`src/rtl/spcpu_mem_arbiter_pkg.sv`:
```
// Shared types for the spcpu memory arbiter: FSM states, master id, access-size
// encodings and the write-lane helper.
package spcpu_mem_arbiter_pkg;

    typedef enum logic [1:0] {
        ARB_IDLE,
        ARB_ISSUE,
        ARB_WAIT,
        ARB_DONE
    } arb_state_t;

    typedef logic arb_id_t;

    localparam int   ARB_MAX_WAIT_DEFAULT = 255;
    localparam logic CPU_DATA_ACC_SZ_8    = 1'b0;
    localparam logic CPU_DATA_ACC_SZ_16   = 1'b1;

    typedef struct packed {
        logic we_16;
        logic we_8;
    } arb_lane_we_t;

    // Only the lane that matches the access size may see a write enable.
    function automatic arb_lane_we_t arb_lane_we(input logic we, input logic acc_sz);
        arb_lane_we_t lanes;
        lanes.we_8  = we && (acc_sz == CPU_DATA_ACC_SZ_8);
        lanes.we_16 = we && (acc_sz == CPU_DATA_ACC_SZ_16);
        return lanes;
    endfunction

endpackage

```
`src/rtl/spcpu_mem_arbiter_if.sv`:
```
// Bus bundle between the two requesters (r0 = spcpu core, r1 = DMA/debug loader),
// the arbiter and the single memory port. slave = arbiter side, master = environment side.
interface spcpu_mem_arbiter_if #(
    parameter int ADDR_WIDTH = 16,
    parameter int DATA_WIDTH = 16
);
    logic                  r0_req_rdwr;
    logic [ADDR_WIDTH-1:0] r0_addr;
    logic                  r0_data_acc_sz;
    logic                  r0_we;
    logic [DATA_WIDTH-1:0] r0_wdata;
    logic [DATA_WIDTH-1:0] r0_rdata;
    logic                  r0_data_ready;

    logic                  r1_req_rdwr;
    logic [ADDR_WIDTH-1:0] r1_addr;
    logic                  r1_data_acc_sz;
    logic                  r1_we;
    logic [DATA_WIDTH-1:0] r1_wdata;
    logic [DATA_WIDTH-1:0] r1_rdata;
    logic                  r1_data_ready;

    logic                  mem_req_rdwr;
    logic [ADDR_WIDTH-1:0] mem_addr;
    logic                  mem_data_acc_sz;
    logic                  mem_we_8;
    logic                  mem_we_16;
    logic [DATA_WIDTH-1:0] mem_wdata;
    logic [7:0]            mem_rdata_8;
    logic [DATA_WIDTH-1:0] mem_rdata_16;
    logic                  mem_data_ready;

    logic                  grant_id;
    logic                  timeout_err;

    modport slave (
        input  r0_req_rdwr, r0_addr, r0_data_acc_sz, r0_we, r0_wdata,
        output r0_rdata, r0_data_ready,
        input  r1_req_rdwr, r1_addr, r1_data_acc_sz, r1_we, r1_wdata,
        output r1_rdata, r1_data_ready,
        output mem_req_rdwr, mem_addr, mem_data_acc_sz, mem_we_8, mem_we_16, mem_wdata,
        input  mem_rdata_8, mem_rdata_16, mem_data_ready,
        output grant_id, timeout_err
    );

    modport master (
        output r0_req_rdwr, r0_addr, r0_data_acc_sz, r0_we, r0_wdata,
        input  r0_rdata, r0_data_ready,
        output r1_req_rdwr, r1_addr, r1_data_acc_sz, r1_we, r1_wdata,
        input  r1_rdata, r1_data_ready,
        input  mem_req_rdwr, mem_addr, mem_data_acc_sz, mem_we_8, mem_we_16, mem_wdata,
        output mem_rdata_8, mem_rdata_16, mem_data_ready,
        input  grant_id, timeout_err
    );

endinterface

```
`src/rtl/spcpu_mem_arbiter_pick.sv`:
```
// Combinational winner select for the arbiter. Build option: ARB_ROUND_ROBIN_EN
// (defined = alternate on ties, undefined = r0 fixed priority).
module spcpu_arb_pick
    import spcpu_mem_arbiter_pkg::*;
(
    input  logic    req0_i,
    input  logic    req1_i,
    input  arb_id_t last_winner_i,
    output arb_id_t win_o,
    output logic    any_o
);

    assign any_o = req0_i | req1_i;

`ifdef ARB_ROUND_ROBIN_EN
    always_comb begin
        win_o = 1'b0;
        if (req0_i && req1_i) begin
            win_o = ~last_winner_i;
        end else if (req1_i) begin
            win_o = 1'b1;
        end
    end
`else
    // History has no loads here; the register feeding it is swept in synthesis.
    logic unused_last_winner;
    assign unused_last_winner = last_winner_i;

    always_comb begin
        win_o = 1'b0;
        if (!req0_i && req1_i) begin
            win_o = 1'b1;
        end
    end
`endif

endmodule

```
`src/rtl/spcpu_mem_arbiter.sv`:
```
// Two-master arbiter for the single memory port: one access in flight, grant held
// until memory completes, with watchdog abort. Build option: ARB_ROUND_ROBIN_EN.
module spcpu_mem_arbiter
    import spcpu_mem_arbiter_pkg::*;
#(
    parameter int ADDR_WIDTH = 16,
    parameter int DATA_WIDTH = 16,
    parameter int MAX_WAIT   = ARB_MAX_WAIT_DEFAULT
) (
    input  logic              clk,
    input  logic              reset,
    spcpu_mem_arbiter_if.slave bus
);

    // state     | meaning
    // ARB_IDLE  | no access in flight, waiting for a request
    // ARB_ISSUE | one-cycle request pulse to memory, watchdog cleared
    // ARB_WAIT  | waiting for memory completion or watchdog expiry
    // ARB_DONE  | one-cycle completion pulse to the owning master

    arb_state_t            state_q, state_d;
    arb_id_t               grant_q, grant_d;
    arb_id_t               last_winner_q, last_winner_d;
    logic [ADDR_WIDTH-1:0] addr_q, addr_d;
    logic                  acc_sz_q, acc_sz_d;
    logic                  we_q, we_d;
    logic [DATA_WIDTH-1:0] wdata_q, wdata_d;
    logic [7:0]            wait_cnt_q, wait_cnt_d;
    logic                  timeout_q, timeout_d;
    logic [DATA_WIDTH-1:0] rdata0_q, rdata0_d;
    logic [DATA_WIDTH-1:0] rdata1_q, rdata1_d;

    arb_id_t               pick_win;
    logic                  pick_any;
    logic                  wait_expired;
    logic [DATA_WIDTH-1:0] mem_rdata_sel;
    arb_lane_we_t          lane_we;

    spcpu_arb_pick u_pick (
        .req0_i        (bus.r0_req_rdwr),
        .req1_i        (bus.r1_req_rdwr),
        .last_winner_i (last_winner_q),
        .win_o         (pick_win),
        .any_o         (pick_any)
    );

    assign wait_expired  = (wait_cnt_q == 8'(MAX_WAIT));
    assign mem_rdata_sel = (acc_sz_q == CPU_DATA_ACC_SZ_8)
                         ? {{(DATA_WIDTH-8){1'b0}}, bus.mem_rdata_8}
                         : bus.mem_rdata_16;
    assign lane_we       = arb_lane_we(we_q, acc_sz_q);

    always_ff @(posedge clk or posedge reset) begin
        if (reset) begin
            state_q <= ARB_IDLE;
        end else begin
            state_q <= state_d;
        end
    end

    always_comb begin
        state_d = state_q;
        unique case (state_q)
            ARB_IDLE:  if (pick_any) state_d = ARB_ISSUE;
            ARB_ISSUE: state_d = ARB_WAIT;
            ARB_WAIT:  if (bus.mem_data_ready || wait_expired) state_d = ARB_DONE;
            ARB_DONE:  state_d = ARB_IDLE;
            default:   state_d = ARB_IDLE;
        endcase
    end

    always_comb begin
        bus.mem_req_rdwr  = (state_q == ARB_ISSUE);
        bus.mem_we_8      = 1'b0;
        bus.mem_we_16     = 1'b0;
        bus.r0_data_ready = 1'b0;
        bus.r1_data_ready = 1'b0;
        if (state_q == ARB_ISSUE || state_q == ARB_WAIT) begin
            bus.mem_we_8  = lane_we.we_8;
            bus.mem_we_16 = lane_we.we_16;
        end
        if (state_q == ARB_DONE) begin
            bus.r0_data_ready = (grant_q == 1'b0);
            bus.r1_data_ready = (grant_q == 1'b1);
        end
    end

    assign bus.mem_addr        = addr_q;
    assign bus.mem_data_acc_sz = acc_sz_q;
    assign bus.mem_wdata       = wdata_q;
    assign bus.grant_id        = grant_q;
    assign bus.timeout_err     = timeout_q;
    assign bus.r0_rdata        = rdata0_q;
    assign bus.r1_rdata        = rdata1_q;

    always_comb begin
        grant_d       = grant_q;
        last_winner_d = last_winner_q;
        addr_d        = addr_q;
        acc_sz_d      = acc_sz_q;
        we_d          = we_q;
        wdata_d       = wdata_q;
        wait_cnt_d    = wait_cnt_q;
        timeout_d     = timeout_q;
        rdata0_d      = rdata0_q;
        rdata1_d      = rdata1_q;
        unique case (state_q)
            ARB_IDLE: begin
                if (pick_any) begin
                    grant_d       = pick_win;
                    last_winner_d = pick_win;
                    if (pick_win == 1'b0) begin
                        addr_d   = bus.r0_addr;
                        acc_sz_d = bus.r0_data_acc_sz;
                        we_d     = bus.r0_we;
                        wdata_d  = bus.r0_wdata;
                    end else begin
                        addr_d   = bus.r1_addr;
                        acc_sz_d = bus.r1_data_acc_sz;
                        we_d     = bus.r1_we;
                        wdata_d  = bus.r1_wdata;
                    end
                end
            end
            ARB_ISSUE: wait_cnt_d = 8'd0;
            ARB_WAIT: begin
                // A real completion wins over a watchdog expiring in the same cycle.
                if (bus.mem_data_ready) begin
                    if (grant_q == 1'b0) rdata0_d = mem_rdata_sel;
                    else                 rdata1_d = mem_rdata_sel;
                end else if (wait_expired) begin
                    timeout_d = 1'b1;
                    if (grant_q == 1'b0) rdata0_d = '0;
                    else                 rdata1_d = '0;
                end else begin
                    wait_cnt_d = wait_cnt_q + 8'd1;
                end
            end
            ARB_DONE: ;
            default: ;
        endcase
    end

    always_ff @(posedge clk or posedge reset) begin
        if (reset) begin
            grant_q       <= 1'b0;
            last_winner_q <= 1'b1;
            addr_q        <= '0;
            acc_sz_q      <= 1'b0;
            we_q          <= 1'b0;
            wdata_q       <= '0;
            wait_cnt_q    <= 8'd0;
            timeout_q     <= 1'b0;
            rdata0_q      <= '0;
            rdata1_q      <= '0;
        end else begin
            grant_q       <= grant_d;
            last_winner_q <= last_winner_d;
            addr_q        <= addr_d;
            acc_sz_q      <= acc_sz_d;
            we_q          <= we_d;
            wdata_q       <= wdata_d;
            wait_cnt_q    <= wait_cnt_d;
            timeout_q     <= timeout_d;
            rdata0_q      <= rdata0_d;
            rdata1_q      <= rdata1_d;
        end
    end

endmodule

```
`src/flat_wrapper.sv`:
```
// flat-port wrapper written by rule: the top's interface ports become plain ports
module spcpu_mem_arbiter_flat import spcpu_mem_arbiter_pkg::*;
#(
    parameter int ADDR_WIDTH = 16,
    parameter int DATA_WIDTH = 16,
    parameter int MAX_WAIT   = ARB_MAX_WAIT_DEFAULT
)
  (clk, reset, bus_r0_req_rdwr, bus_r0_addr, bus_r0_data_acc_sz, bus_r0_we, bus_r0_wdata, bus_r0_rdata, bus_r0_data_ready, bus_r1_req_rdwr, bus_r1_addr, bus_r1_data_acc_sz, bus_r1_we, bus_r1_wdata, bus_r1_rdata, bus_r1_data_ready, bus_mem_req_rdwr, bus_mem_addr, bus_mem_data_acc_sz, bus_mem_we_8, bus_mem_we_16, bus_mem_wdata, bus_mem_rdata_8, bus_mem_rdata_16, bus_mem_data_ready, bus_grant_id, bus_timeout_err);
  spcpu_mem_arbiter_if #(.ADDR_WIDTH(ADDR_WIDTH), .DATA_WIDTH(DATA_WIDTH)) bus_i ();
  input  logic clk;
  input  logic reset;
  input wire logic [$bits(bus_i.r0_req_rdwr)-1:0] bus_r0_req_rdwr;
  input wire logic [$bits(bus_i.r0_addr)-1:0] bus_r0_addr;
  input wire logic [$bits(bus_i.r0_data_acc_sz)-1:0] bus_r0_data_acc_sz;
  input wire logic [$bits(bus_i.r0_we)-1:0] bus_r0_we;
  input wire logic [$bits(bus_i.r0_wdata)-1:0] bus_r0_wdata;
  output wire logic [$bits(bus_i.r0_rdata)-1:0] bus_r0_rdata;
  output wire logic [$bits(bus_i.r0_data_ready)-1:0] bus_r0_data_ready;
  input wire logic [$bits(bus_i.r1_req_rdwr)-1:0] bus_r1_req_rdwr;
  input wire logic [$bits(bus_i.r1_addr)-1:0] bus_r1_addr;
  input wire logic [$bits(bus_i.r1_data_acc_sz)-1:0] bus_r1_data_acc_sz;
  input wire logic [$bits(bus_i.r1_we)-1:0] bus_r1_we;
  input wire logic [$bits(bus_i.r1_wdata)-1:0] bus_r1_wdata;
  output wire logic [$bits(bus_i.r1_rdata)-1:0] bus_r1_rdata;
  output wire logic [$bits(bus_i.r1_data_ready)-1:0] bus_r1_data_ready;
  output wire logic [$bits(bus_i.mem_req_rdwr)-1:0] bus_mem_req_rdwr;
  output wire logic [$bits(bus_i.mem_addr)-1:0] bus_mem_addr;
  output wire logic [$bits(bus_i.mem_data_acc_sz)-1:0] bus_mem_data_acc_sz;
  output wire logic [$bits(bus_i.mem_we_8)-1:0] bus_mem_we_8;
  output wire logic [$bits(bus_i.mem_we_16)-1:0] bus_mem_we_16;
  output wire logic [$bits(bus_i.mem_wdata)-1:0] bus_mem_wdata;
  input wire logic [$bits(bus_i.mem_rdata_8)-1:0] bus_mem_rdata_8;
  input wire logic [$bits(bus_i.mem_rdata_16)-1:0] bus_mem_rdata_16;
  input wire logic [$bits(bus_i.mem_data_ready)-1:0] bus_mem_data_ready;
  output wire logic [$bits(bus_i.grant_id)-1:0] bus_grant_id;
  output wire logic [$bits(bus_i.timeout_err)-1:0] bus_timeout_err;
  assign bus_i.r0_req_rdwr = bus_r0_req_rdwr;
  assign bus_i.r0_addr = bus_r0_addr;
  assign bus_i.r0_data_acc_sz = bus_r0_data_acc_sz;
  assign bus_i.r0_we = bus_r0_we;
  assign bus_i.r0_wdata = bus_r0_wdata;
  assign bus_r0_rdata = bus_i.r0_rdata;
  assign bus_r0_data_ready = bus_i.r0_data_ready;
  assign bus_i.r1_req_rdwr = bus_r1_req_rdwr;
  assign bus_i.r1_addr = bus_r1_addr;
  assign bus_i.r1_data_acc_sz = bus_r1_data_acc_sz;
  assign bus_i.r1_we = bus_r1_we;
  assign bus_i.r1_wdata = bus_r1_wdata;
  assign bus_r1_rdata = bus_i.r1_rdata;
  assign bus_r1_data_ready = bus_i.r1_data_ready;
  assign bus_mem_req_rdwr = bus_i.mem_req_rdwr;
  assign bus_mem_addr = bus_i.mem_addr;
  assign bus_mem_data_acc_sz = bus_i.mem_data_acc_sz;
  assign bus_mem_we_8 = bus_i.mem_we_8;
  assign bus_mem_we_16 = bus_i.mem_we_16;
  assign bus_mem_wdata = bus_i.mem_wdata;
  assign bus_i.mem_rdata_8 = bus_mem_rdata_8;
  assign bus_i.mem_rdata_16 = bus_mem_rdata_16;
  assign bus_i.mem_data_ready = bus_mem_data_ready;
  assign bus_grant_id = bus_i.grant_id;
  assign bus_timeout_err = bus_i.timeout_err;
  spcpu_mem_arbiter #(.ADDR_WIDTH(ADDR_WIDTH), .DATA_WIDTH(DATA_WIDTH), .MAX_WAIT(MAX_WAIT)) u_core (.clk(clk), .reset(reset), .bus(bus_i));
endmodule
```
`config.mk`:
```
export PLATFORM = sky130hd
export DESIGN_NAME = spcpu_mem_arbiter_flat
export DESIGN_NICKNAME = d
export VERILOG_FILES = /design/src/rtl/spcpu_mem_arbiter_pkg.sv /design/src/rtl/spcpu_mem_arbiter_if.sv /design/src/rtl/spcpu_mem_arbiter_pick.sv /design/src/rtl/spcpu_mem_arbiter.sv /design/src/flat_wrapper.sv
export SDC_FILE = /design/constraint.sdc
export NUM_CORES = 1
export LEC_CHECK = 0
export CAP_MARGIN = 20
export CORE_ASPECT_RATIO = 1.2
export CORE_MARGIN = 2
export CORE_UTILIZATION = 44
export DETAILED_ROUTE_END_ITERATION = 7
export GPL_ROUTABILITY_DRIVEN = 0
export PLACE_DENSITY = 0.83
export SYNTH_ARGS = -nofsm -noshare
export SYNTH_HDL_FRONTEND = slang
export SYNTH_SLANG_ARGS = --single-unit
export TNS_END_PERCENT = 20
```
`constraint.sdc`:
```
create_clock -name clk -period 6.4 [get_ports clk]
set_input_delay 1.28 -clock clk [delete_from_list [all_inputs] [get_ports clk]]
set_output_delay 1.28 -clock clk [all_outputs]
set_load 0.01 [all_outputs]
```
==> results.toml <==
[route]
drt_first_pass_iters = 4
viasPerCell = 5.28
ant_nets = 0
drc = 0
wl_per_cell_um = 16.5
wl_mm = 9.28
vias = 2964
drt_iter0_markers = 106

[worst_setup_path]
worstSetupEndpointType = "primary output"
path_cells = "inv_1, ha_1, and3_1, clkdlybuf4s50_1"
cp.arrival_ps = 1900
cp_slowest_cell = "clkdlybuf4s50_1"
crit_required_ps = 5120
reg2reg_slack_ps = 4520
start_kind = "flip-flop"
critPathMaxFanout = 4
max_stage_delay_ps = 560
worstSetupPathType = "flip-flop to primary output"
critPathTopFamily = "buffers and inverters"
timing.critical_path.buf_inv = 2

[die]
dieWidth_um = 85.3
die_y_um = 102
io_pins = 169
core_um2 = 7710
initial_core_util = 0.453
fp.dieArea_um2 = 8660
fp-row-count = 35

[sta]
tns_ps = 0
rsz0062_at_grt = "no"
setup_viol = 0
drv_slew = 0
worst_pin_slew_ps = 1080
fin_crit_ps = 3180
finClkSkew_ps = 19.7
timing.hold.ws_ps = 475
hold_viol_final = 0
worst_slack_ps = 3220
min_period_over_period = 0.497
fmax_mhz = 314
slew_headroom = 0.280

[global_routing]
grt_max_degree = 79
grt.overflow.total = 0
grt_use_total = 0.221
grt_pass1_vias = 3042
antenna_found_initial = 0
grt_pass1_wl_mm = 15.0

[clocking]
clock_latency_ps = 350
cts_tree = "yes"
cts-htree-levels = 3
cts_resized = 0
cts-hold-fix-buffers = 0
clkTransAtPathRegs_ps = 90
cts_buffer_depth = 2
cts_made_buffers = 9
root_buffer = "clkbuf_8"
post_cts_buffers = 0
cts_sinks = 78

[synthesis]
syn_nets = 400
netlist_instances = 298
yosysWarningCount = 0
synth_top_area_frac = 0.559
ys_seq_area_frac = 0.559
syn-cell-area_um2 = 3490
ys_seq_elements = 78
yosysTopAreaCell = "dfrtp_1"
synthDistinctLibCells = 36
synth.avg_cell_area_um2 = 11.7
netlist_top_cells_area = "dfrtp_1 (56%), mux2i_1 (13%), o21ai_0 (4.3%), nand2_1 (4.2%), a22o_1 (4.0%)"

[power_and_ir_drop]
peakVddDrop_v = 0.000270
p_leak_nw = 2.47
p_per_area_nw_per_um2 = 419
p_total_mw = 2.28

[finish]
finish.utilization = 0.706
layout.nets = 566
antenna_cells = 0
drive_gt1_frac = 0.0640
layout_common_cells = "clkdlybuf4s50_1 (168), dfrtp_1 (78), mux2i_1 (44), nand2_1 (39), o21ai_0 (30)"
layout_commonest_cell = "clkdlybuf4s50_1"
syn_to_final_growth_pct = 55.9

[placed_design]
io_buffers = 168
dpl_worst_slack_ps = 3090
hpwl_mm = 6.82

[outcome]
status = "finished clean"

[min_path]
hp-class = "flip-flop to flip-flop"

[job]
cap_viol_max_count = 0
==> report_power, final <==
group	leakage, nW	switching (mW)	total [mW]	internal (mW)
registers	0.994	0.148	0.857	0.709
clock network	0.100	0.197	0.382	0.185
logic	1.37	0.453	1.04	0.589
==> state kept, by name, summed over array words and instances, names as in the netlist <==
register	flops
u_core.bus.grant_id	1
u_core.bus.r0_rdata	16
u_core.bus.r1_rdata	16
u_core.bus.mem_addr	16
u_core.wait_cnt_q	8
u_core.bus.timeout_err	1
u_core.bus.mem_wdata	16
u_core.bus.mem_data_acc_sz	1
u_core.state_q	2
u_core.we_q	1
==> logic make-up after synthesis <==
kind of cell               count (synthesis)  share of synthesized area
AOI/OAI and AO/OA                         86                      0.171
xor gates and xnor gates                   1                    0.00251
adders and majority gates                  5                     0.0179
buffers and inverters                     20                     0.0287
DFF                                       78                      0.559
muxes                                     45                      0.129
and+or+nand+nor                           63                     0.0907
==> routing by layer <==
metal  vias up  GRT usage  part of all wire  wire, um
li1       1408          -                 -         -
met1      1417      0.255              0.39      3610
met2       118      0.375              0.51      4730
met3        21     0.0750             0.076       703
met4         0     0.0977             0.026       237
met5         -          0                 0         0
==> cell usage after synthesis <==
master and n:
a21boi_2 1, a21o_1 1, a21oi_1 4, a22o_1 16
and2_1 1, and2b_1 2, and3_1 3, buf_2 5
buf_4 3, buf_6 1, clkbuf_1 6, dfrtp_1 78
ha_1 5, inv_1 5, mux2_1 1, mux2i_1 44
nand2_1 39, nand2b_1 4, nand3_1 4, nand3_4 1
nand4_4 1, nor2_1 3, nor2_2 2, nor2_4 1
nor2b_1 1, nor3_1 1, o211ai_1 3, o211ai_2 1
o21ai_0 30, o21ai_1 9, o21ai_2 1, o21ai_4 1
o22a_1 1, o2bb2ai_1 16, o31ai_1 2, xnor2_1 1
==> layout make-up <==
cell class	instances	area, um2
fill	602	2270
sequential	78	1950
timing repair buffer	170	1700
multi-input combinational	200	1450
clock buffer	9	124
tap	92	115
clock inverter	7	81.3
inverter	5	20.0
==> worst paths after layout <==
| kind | startpoint | endpoint | depth (start not counted) |
|---|---|---|---|
| max | u_core.state_q[0]$_DFFE_PP0P_ | bus_mem_we_16 | 4 |
| min | u_core.bus.timeout_err$_DFFE_PP0P_ | u_core.bus.timeout_err$_DFFE_PP0P_ | 1 |
| max reg2reg | u_core.state_q[0]$_DFFE_PP0P_ | u_core.bus.r1_rdata[11]$_DFFE_PP0P_ | 5 |
| min reg2reg | u_core.bus.timeout_err$_DFFE_PP0P_ | u_core.bus.timeout_err$_DFFE_PP0P_ | 1 |
| max in group asynchronous | reset | u_core.wait_cnt_q[2]$_DFFE_PP0P_ | 3 |
| min in group asynchronous | reset | u_core.bus.r1_rdata[5]$_DFFE_PP0P_ | 3 |
==> metrics by stage <==
step / instances / area (um2)
3_5_place_dp: 545 / 5240
4_1_cts: 561 / 5440
6_report: 561 / 5440
3_3_place_gp: 545 / 5240
5_1_grt: 561 / 5440
2_1_floorplan: 298 / 3490
(Power assumes the default switching activity.)
